<file path="config.mk">
export PLATFORM = sky130hd
export DESIGN_NAME = b200_spi_arbiter_flat
export DESIGN_NICKNAME = d
export VERILOG_FILES = /design/src/rtl/b200_spi_arbiter_if.sv /design/src/rtl/b200_spi_arbiter.sv /design/src/flat_wrapper.sv
export SDC_FILE = /design/constraint.sdc
export NUM_CORES = 1
export LEC_CHECK = 0
export ABC_CLOCK_PERIOD_IN_PS = 2200
export CORE_MARGIN = 2
export CORE_UTILIZATION = 42
export CTS_BUF_LIST = sky130_fd_sc_hd__clkbuf_8
export CTS_CLUSTER_SIZE = 28
export DETAILED_ROUTE_END_ITERATION = 8
export PLACE_DENSITY = 0.77
export SYNTH_ARGS = -nofsm -noshare
export SYNTH_HDL_FRONTEND = slang
export SYNTH_SLANG_ARGS = --single-unit
</file>
<file path="constraint.sdc">
create_clock -name bus_clk -period 2.2 [get_ports bus_clk]
set_clock_uncertainty 0.2 [all_clocks]
set_input_delay 0.22 -clock bus_clk [delete_from_list [all_inputs] [get_ports bus_clk]]
set_output_delay 0.22 -clock bus_clk [all_outputs]
set_load 0.03 [all_outputs]
</file>
<file path="src/rtl/b200_spi_arbiter_if.sv">
// Requester-side bus of the shared SPI arbiter: per-requester command fields,
// accept/complete pulses, shared readback word and busy flag.
interface b200_spi_arbiter_if #(
  parameter int NUM_REQ   = 2,
  parameter int SEN_WIDTH = 8
);
  logic [NUM_REQ-1:0]           req_valid;
  logic [NUM_REQ-1:0]           req_ready;
  logic [NUM_REQ*SEN_WIDTH-1:0] req_sen;
  logic [NUM_REQ*6-1:0]         req_len;
  logic [NUM_REQ*32-1:0]        req_data;
  logic [NUM_REQ-1:0]           rsp_valid;
  logic [31:0]                  rsp_data;
  logic                         busy;

  modport master (
    output req_valid, req_sen, req_len, req_data,
    input  req_ready, rsp_valid, rsp_data, busy
  );

  modport slave (
    input  req_valid, req_sen, req_len, req_data,
    output req_ready, rsp_valid, rsp_data, busy
  );
endinterface

</file>
<file path="src/rtl/b200_spi_arbiter.sv">
// Round-robin arbiter that owns the board SPI pins and runs one transfer of
// up to 32 bits for the granted requester, returning MISO readback.
//
// state    | meaning
// IDLE     | waiting for a request; grant and capture happen here
// SETUP    | sen asserted, first MOSI bit presented, sclk low
// SHIFT_HI | sclk high, MISO sampled on the first cycle
// SHIFT_LO | sclk low, MOSI advanced to the next bit
// HOLD     | sclk low after the last bit, sen still asserted
// DONE     | sen released, completion pulse to the owner
module b200_spi_arbiter #(
  parameter int NUM_REQ   = 2,
  parameter int SEN_WIDTH = 8,
  parameter int CLK_DIV   = 4
) (
  input  logic                 bus_clk,
  input  logic                 bus_rst,
  b200_spi_arbiter_if.slave    req_bus,
  output logic [SEN_WIDTH-1:0] sen,
  output logic                 sclk,
  output logic                 mosi,
  input  logic                 miso
);

  localparam int PW = (NUM_REQ > 1) ? $clog2(NUM_REQ) : 1;
  localparam int CW = (CLK_DIV > 1) ? $clog2(CLK_DIV) : 1;
  localparam logic [CW-1:0] DIV_LAST  = CW'(CLK_DIV - 1);
  localparam logic [PW:0]   NUM_REQ_W = (PW+1)'(NUM_REQ);

  localparam logic [2:0] ST_IDLE     = 3'd0;
  localparam logic [2:0] ST_SETUP    = 3'd1;
  localparam logic [2:0] ST_SHIFT_HI = 3'd2;
  localparam logic [2:0] ST_SHIFT_LO = 3'd3;
  localparam logic [2:0] ST_HOLD     = 3'd4;
  localparam logic [2:0] ST_DONE     = 3'd5;

  logic [2:0]           state;
  logic [PW-1:0]        ptr;
  logic [PW-1:0]        owner;
  logic [CW-1:0]        cnt;
  logic [4:0]           bits_left;
  logic [31:0]          tx;
  logic [31:0]          rx;
  logic [SEN_WIDTH-1:0] mask;

  logic                 grant;
  logic [PW-1:0]        win;
  logic [PW:0]          cand;
  logic [PW:0]          nxt;
  logic [PW-1:0]        ptr_next;
  logic [SEN_WIDTH-1:0] sel_sen;
  logic [5:0]           sel_len;
  logic [31:0]          sel_data;
  logic [5:0]           len_eff;
  logic                 active;

  // Pick the first valid requester at or after the pointer; only grant from IDLE.
  always_comb begin
    grant = 1'b0;
    win   = '0;
    cand  = '0;
    for (int i = 0; i < NUM_REQ; i++) begin
      cand = {1'b0, ptr} + (PW+1)'(i);
      if (cand >= NUM_REQ_W) cand = cand - NUM_REQ_W;
      if (!grant && req_bus.req_valid[cand[PW-1:0]]) begin
        grant = 1'b1;
        win   = cand[PW-1:0];
      end
    end
    if (bus_rst || state != ST_IDLE) grant = 1'b0;
  end

  // Winner's fields, clamped length and the rotated pointer.
  always_comb begin
    sel_sen  = req_bus.req_sen[win*SEN_WIDTH +: SEN_WIDTH];
    sel_len  = req_bus.req_len[win*6 +: 6];
    sel_data = req_bus.req_data[win*32 +: 32];
    len_eff  = (sel_len > 6'd32) ? 6'd32 : sel_len;
    nxt      = {1'b0, win} + (PW+1)'(1);
    if (nxt >= NUM_REQ_W) nxt = '0;
    ptr_next = nxt[PW-1:0];
  end

  // Transfer sequencer: phase timer counts down from CLK_DIV-1 in every timed state.
  always_ff @(posedge bus_clk) begin
    if (bus_rst) begin
      state     <= ST_IDLE;
      ptr       <= '0;
      owner     <= '0;
      cnt       <= '0;
      bits_left <= '0;
      tx        <= '0;
      rx        <= '0;
      mask      <= '0;
    end else begin
      case (state)
        ST_IDLE: begin
          if (grant) begin
            owner     <= win;
            ptr       <= ptr_next;
            mask      <= sel_sen;
            tx        <= sel_data;
            rx        <= '0;
            cnt       <= DIV_LAST;
            bits_left <= 5'(len_eff - 6'd1);
            state     <= (sel_len == 6'd0) ? ST_DONE : ST_SETUP;
          end
        end
        ST_SETUP: begin
          if (cnt == '0) begin
            cnt   <= DIV_LAST;
            state <= ST_SHIFT_HI;
          end else begin
            cnt <= cnt - CW'(1);
          end
        end
        ST_SHIFT_HI: begin
          if (cnt == DIV_LAST) rx <= {rx[30:0], miso};
          if (cnt == '0) begin
            cnt <= DIV_LAST;
            if (bits_left == 5'd0) begin
              state <= ST_HOLD;
            end else begin
              bits_left <= bits_left - 5'd1;
              tx        <= {tx[30:0], 1'b0};
              state     <= ST_SHIFT_LO;
            end
          end else begin
            cnt <= cnt - CW'(1);
          end
        end
        ST_SHIFT_LO: begin
          if (cnt == '0) begin
            cnt   <= DIV_LAST;
            state <= ST_SHIFT_HI;
          end else begin
            cnt <= cnt - CW'(1);
          end
        end
        ST_HOLD: begin
          if (cnt == '0) state <= ST_DONE;
          else cnt <= cnt - CW'(1);
        end
        ST_DONE: state <= ST_IDLE;
        default: state <= ST_IDLE;
      endcase
    end
  end

  // Pin and handshake outputs decoded from state.
  always_comb begin
    active = (state == ST_SETUP) || (state == ST_SHIFT_HI) ||
             (state == ST_SHIFT_LO) || (state == ST_HOLD);
    sen    = active ? ~mask : '1;
    sclk   = (state == ST_SHIFT_HI);
    mosi   = active && tx[31];
    req_bus.req_ready = '0;
    req_bus.rsp_valid = '0;
    for (int i = 0; i < NUM_REQ; i++) begin
      req_bus.req_ready[i] = grant && (win == PW'(i));
      req_bus.rsp_valid[i] = (state == ST_DONE) && (owner == PW'(i));
    end
    req_bus.rsp_data = rx;
    req_bus.busy     = (state != ST_IDLE) || grant;
  end

endmodule
</file>
<file path="src/flat_wrapper.sv">
// flat-port wrapper written by rule: the top's interface ports become plain ports
module b200_spi_arbiter_flat 
#(
  parameter int NUM_REQ   = 2,
  parameter int SEN_WIDTH = 8,
  parameter int CLK_DIV   = 4
)
  (bus_clk, bus_rst, sen, sclk, mosi, miso, req_bus_req_valid, req_bus_req_sen, req_bus_req_len, req_bus_req_data, req_bus_req_ready, req_bus_rsp_valid, req_bus_rsp_data, req_bus_busy);
  b200_spi_arbiter_if #(.NUM_REQ(NUM_REQ), .SEN_WIDTH(SEN_WIDTH)) req_bus_i ();
  input  logic bus_clk;
  input  logic bus_rst;
  output logic [SEN_WIDTH-1:0] sen;
  output logic sclk;
  output logic mosi;
  input  logic miso;
  input wire logic [$bits(req_bus_i.req_valid)-1:0] req_bus_req_valid;
  input wire logic [$bits(req_bus_i.req_sen)-1:0] req_bus_req_sen;
  input wire logic [$bits(req_bus_i.req_len)-1:0] req_bus_req_len;
  input wire logic [$bits(req_bus_i.req_data)-1:0] req_bus_req_data;
  output wire logic [$bits(req_bus_i.req_ready)-1:0] req_bus_req_ready;
  output wire logic [$bits(req_bus_i.rsp_valid)-1:0] req_bus_rsp_valid;
  output wire logic [$bits(req_bus_i.rsp_data)-1:0] req_bus_rsp_data;
  output wire logic [$bits(req_bus_i.busy)-1:0] req_bus_busy;
  assign req_bus_i.req_valid = req_bus_req_valid;
  assign req_bus_i.req_sen = req_bus_req_sen;
  assign req_bus_i.req_len = req_bus_req_len;
  assign req_bus_i.req_data = req_bus_req_data;
  assign req_bus_req_ready = req_bus_i.req_ready;
  assign req_bus_rsp_valid = req_bus_i.rsp_valid;
  assign req_bus_rsp_data = req_bus_i.rsp_data;
  assign req_bus_busy = req_bus_i.busy;
  b200_spi_arbiter #(.NUM_REQ(NUM_REQ), .SEN_WIDTH(SEN_WIDTH), .CLK_DIV(CLK_DIV)) u_core (.bus_clk(bus_clk), .bus_rst(bus_rst), .req_bus(req_bus_i), .sen(sen), .sclk(sclk), .mosi(mosi), .miso(miso));
endmodule
</file>
* Word-level counts from Yosys, hierarchy flattened
Index checks and enable logic that the tools add are counted.
** Cells by class
- Add/subtract/negate cells :: 7
- Multiply operators :: 1
- Order comparisons :: 6
- Equality and inequality tests :: 13
- Shifts and indexed selects :: 3
- Multiplexer cells :: 36
- Bitwise logic cells :: 3
- Reductions and logical operators :: 26
** Operator list (count)
- 32-bit 2-to-1 mux :: 5
- 32-bit case mux with 2 select lines :: 2
- 64-bit by 7-bit variable part select with 32-bit output :: 1
- 5-bit 2-to-1 mux :: 4
- 3-bit 2-to-1 mux :: 6
- 16-bit by 5-bit variable part select with 8-bit output :: 1
- 1-bit 2-to-1 mux :: 12
- 3-bit case mux with 4 select lines :: 1
- 12-bit by 5-bit variable part select with 6-bit output :: 1
- 2-bit by 1-bit != test with 1-bit output, second input constant :: 5
- 5-bit case mux with 2 select lines :: 1
- 5-bit by 1-bit subtractor with 5-bit output, second input constant :: 2
- 8-bit 2-to-1 mux :: 1
- 8-bit NOT :: 1
- 4-bit AND reduction :: 2
- 3-bit by 2-bit == test with 1-bit output, second input constant :: 2
- 3-bit == test, second input constant :: 2
- 6-bit > comparator, second input constant :: 1
- 1-bit logical AND :: 6
- 6-bit logical NOT :: 1
- 2-bit 2-to-1 mux :: 3
- 2-bit case mux with 3 select lines :: 1
- 3-bit AND reduction :: 2
- 3-bit nonzero test :: 2
- other kinds (20) :: 30
** Storage, ports and cells
- Flip-flop bits (word level) :: 84

* Depth between registers and ports, before layout
- Depth in word-level cells :: 15
- Gate-level depth with buffers :: 9
- Depth with buffers taken out :: 8

* Worst setup path before layout
OpenSTA, ideal clock, no wires.
- Path kind :: register to register
- Start :: reg u_core.state[1]
- End :: reg u_core.bits_left[4]
- Library setup time :: 0.091 ns
- Arrival :: 2.108 ns
- Slack :: -0.199 ns
- Cell stages (with the launch flop) :: 10
- Buffers on the path :: 1
- Clock period less this slack :: 2.399 ns
- Cell sequence :: dfxtp_1 or3b_1 buf_2 nor2_1 a31oi_1 inv_1 ha_1 inv_1 or4_1 a311oi_1
** Between the ends
- Word-level cells in the longest chain between the ends :: 5
- Elaborated cells on any way between the ends :: 11
** RTL lines
- start, declared :: line b200_spi_arbiter.sv:37 : logic [2:0] state;
- start signal, assigned :: line b200_spi_arbiter.sv:106 : state <= (sel_len == 6'd0) ? ST_DONE : ST_SETUP;
- 3-bit nonzero test :: line b200_spi_arbiter.sv:70 : if (bus_rst || state != ST_IDLE) grant = 1'b0;
- 1-bit logical OR :: line b200_spi_arbiter.sv:70
- 1-bit 2-to-1 mux :: line b200_spi_arbiter.sv:70
- 2-bit by 1-bit != test with 1-bit output (no source line)
- 4-bit AND reduction (no source line)
- end signal, assigned :: line b200_spi_arbiter.sv:105 : bits_left <= 5'(len_eff - 6'd1);
- end signal, assigned :: line b200_spi_arbiter.sv:124 : bits_left <= bits_left - 5'd1;
- end, declared :: line b200_spi_arbiter.sv:41 : logic [4:0] bits_left;
Parallel ways exist; a longest one is shown, timed or not.
A chain may end at the register's enable or synchronous reset.

* Worst setup path in the final report
- Start :: reg u_core.state[0]
- End :: reg u_core.bits_left[4]
The elaborated chain is that of the path after synthesis.

==> results.json <==
{
  "reg2reg_from": "u_core.state[0]",
  "cts_tree": "done",
  "die_area_um2": 10700,
  "cts_root_buffer": "clkbuf_8",
  "irDropWorstVdd_mv": 0.599,
  "finalSetupViolations": 18,
  "reg2reg_depth": 8,
  "drt_pass1_iterations": 4,
  "crit_buf_inv": 2,
  "num_rows": 36,
  "syn2layout_area_growth_pct": 48.5,
  "die_y_um": 104,
  "reg2reg_slack_ns": -0.09,
  "antenna_found_initial": 0,
  "total_power_mw": 5.39,
  "power_density_nw_per_um2": 873,
  "cts_made_buffers": 9,
  "slowest_delay_ns": 0.45,
  "cp.arrival_ns": 2.34,
  "yosys_register_bits": 84,
  "grt_pass1_wl_um": 18800,
  "gp_congestion": 0.832,
  "fin_crit_sh_pct": 104,
  "synth_top_cell_area_share_pct": 40.4,
  "min_path_type": "in -> reg",
  "critPathRequiredTime_ns": 2.24,
  "layout_min_cycle_time_ns": 2.29,
  "syn_inst": 520,
  "start_util_pct": 42.9,
  "grt_use_total_pct": 20.7,
  "violations": "negative setup slack",
  "final_nets": 771,
  "grt_pass1_vias": 4013,
  "path_delay_family": "simple AND/OR/NAND/NOR gates",
  "crit_path_end": "u_core.bits_left[4]",
  "synth.cell_area_um2": 4160,
  "timing.rr.end": "u_core.bits_left[4]",
  "fin_area_um2": 6180,
  "avgSynthCellArea_um2": 8.00,
  "drive_above_1_share_pct": 12.9,
  "tightestPinTransition_ns": 0.906,
  "post_drt_via_cell_ratio": 5.23,
  "p_leak_nw": 2.45,
  "fin_cells": 809,
  "startpoint_type": "flip-flop",
  "vias": 4235,
  "num-fill-cells": 881,
  "cp-end-kind": "flip-flop",
  "routed_wl_um": 11300,
  "synthFlopType": "dfxtp_1",
  "status": "complete, but fails checks",
  "core_um2": 9680,
  "syn_nets": 620,
  "dpl_cell_area_um2": 5880,
  "route.detailed.drc": 0,
  "dp.cells": 788,
  "ios": 144,
  "grt-ovfl-total": 0,
  "async_flop_share_pct": 0,
  "routedWlPerCell_um": 14.0,
  "drv_slew": 0,
  "worstSetupPathType": "reg -> reg",
  "cp_num_cells": 8,
  "critPathLaunch": "u_core.state[0]",
  "grt_setup_unrepaired": "true",
  "slew_headroom_pct": 39.6,
  "hold_slack_ns": 0.187,
  "portBuffers": 143,
  "worstPathCellList": "or3b_4, nor2_1, a31oi_2, inv_1, ha_2, inv_2, or4_1, a311oi_2",
  "synth_top_area_cell": "dfxtp_1",
  "hpwl_um": 8050,
  "synth.top_cells.by_count": "84 x dfxtp_1, 78 x nand2_1, 70 x a21oi_1, 58 x nor2_1, 39 x mux2i_1",
  "grt_max_degree": 83,
  "ys_seq_area_share_pct": 40.4,
  "crit_fanout": 5,
  "max_freq_ghz": 0.436,
  "clk_pin_slew_ns": 0.08,
  "cts-htree-levels": 3,
  "synth.most_common_cell": "dfxtp_1",
  "yosys_warnings": 0,
  "drt_iter0_markers": 240,
  "clock-sinks": 84,
  "synth_cell_types": 41,
  "cp_slowest_cell": "or4_1",
  "antenna_cells": 0,
  "fin_ws_ns": -0.0925,
  "clk_path_buf_depth": 2,
  "maxCapViolations": 0,
  "drtAntennaViolNets": 0,
  "die_x_um": 104,
  "hold_viol_final": 0,
  "synth-edff-count": 0,
  "synth_top_cells_by_area": "dfxtp_1 40%, mux2i_1 9.4%, a21oi_1 8.4%, nand2_1 7.0%, a211o_1 6.7%",
  "insertion_delay_ns": 0.34
}
[report_power, final]
part | switching [mW] | internal [mW]
Clock | 0.578 | 0.427
Sequential | 0.145 | 1.78
Combinational | 1.35 | 1.11
[state kept, by name, indices dropped and copies added (netlist names)]
name / cells
u_core.mask: 8
u_core.owner: 1
u_core.state: 3
u_core.cnt: 2
u_core.ptr: 1
u_core.tx: 32
u_core.req_bus.rsp_data: 32
u_core.bits_left: 5
[worst min path at each step]
stage,startpoint,endpoint,cells past startpoint
finish,bus_rst,u_core.state[0],4
detailed placement,u_core.tx[31],u_core.tx[31],2
global placement,u_core.tx[31],u_core.tx[31],2
floorplan,miso,u_core.req_bus.rsp_data[0],2
CTS,bus_rst,u_core.state[0],4
global route,bus_rst,u_core.state[0],4
[kinds of logic (layout without fill, tap and decap cells)]
logic type	count (synthesis)	count (layout)	synth area share (%)
xor gates and xnor gates	2	2	0.421
and+or+nand+nor	198	198	21.3
buffers and inverters	52	208	5.60
muxes	40	40	9.66
DFF	84	84	40.4
adders and majority gates	3	3	0.903
AOI/OAI and AO/OA	141	141	21.7
[layout by cell type (no fill, tap or decap), types with 9 or more instances in the layout]
cell	count
clkdlybuf4s50_1	127
dfxtp_1	81
nand2_1	76
a21oi_1	61
nor2_1	56
mux2i_1	39
buf_4	34
nand3_1	33
a211o_1	32
a211oi_1	12
dlygate4sd2_1	10
clkbuf_8	9
[tightest hold or removal path, delay by kind of cell]
kind	cells	cell delay, ns
compound gates	3	0.32
buf+inv	1	0.15
[metal layers]
layer	vias up	GRT usage (%)	wire, um
li1	2145	-	-
met1	1942	27.2	5130
met2	136	34.2	5410
met3	12	5.48	693
met4	0	4.73	109
met5	-	0	0
[cell type report]
cell class	count	area [um^2]	area share (%)
clock buffers	9	124	2.01
inverters	10	37.5	0.608
flip-flops and latches	84	1690	27.3
well taps	133	166	2.69
multi-input cells	384	2340	37.9
clock inverters	7	56.3	0.911
repair buffers	182	1770	28.6
[stage by stage]
step / TNS (ns) / setup WS [ns] / util [%]
finish: -0.481 / -0.0925 / 63.8
global route: -4.39 / -0.173 / 63.8
CTS: -0.518 / -0.0935 / 63.2
detailed placement: -3.53 / -0.233 / 60.7
global placement: -1.68 / -0.123 / 60.7
floorplan: -0.885 / -0.0312 / -
[timing repair]
item,CTS,global route
gates resized for setup,26,11
hold buffers,1,0
buffers inserted,3,1
pin swaps,3,19
endpoints found under the hold margin,1,0
setup endpoints to repair,14,45
Power figures use the tool's default switching activity.
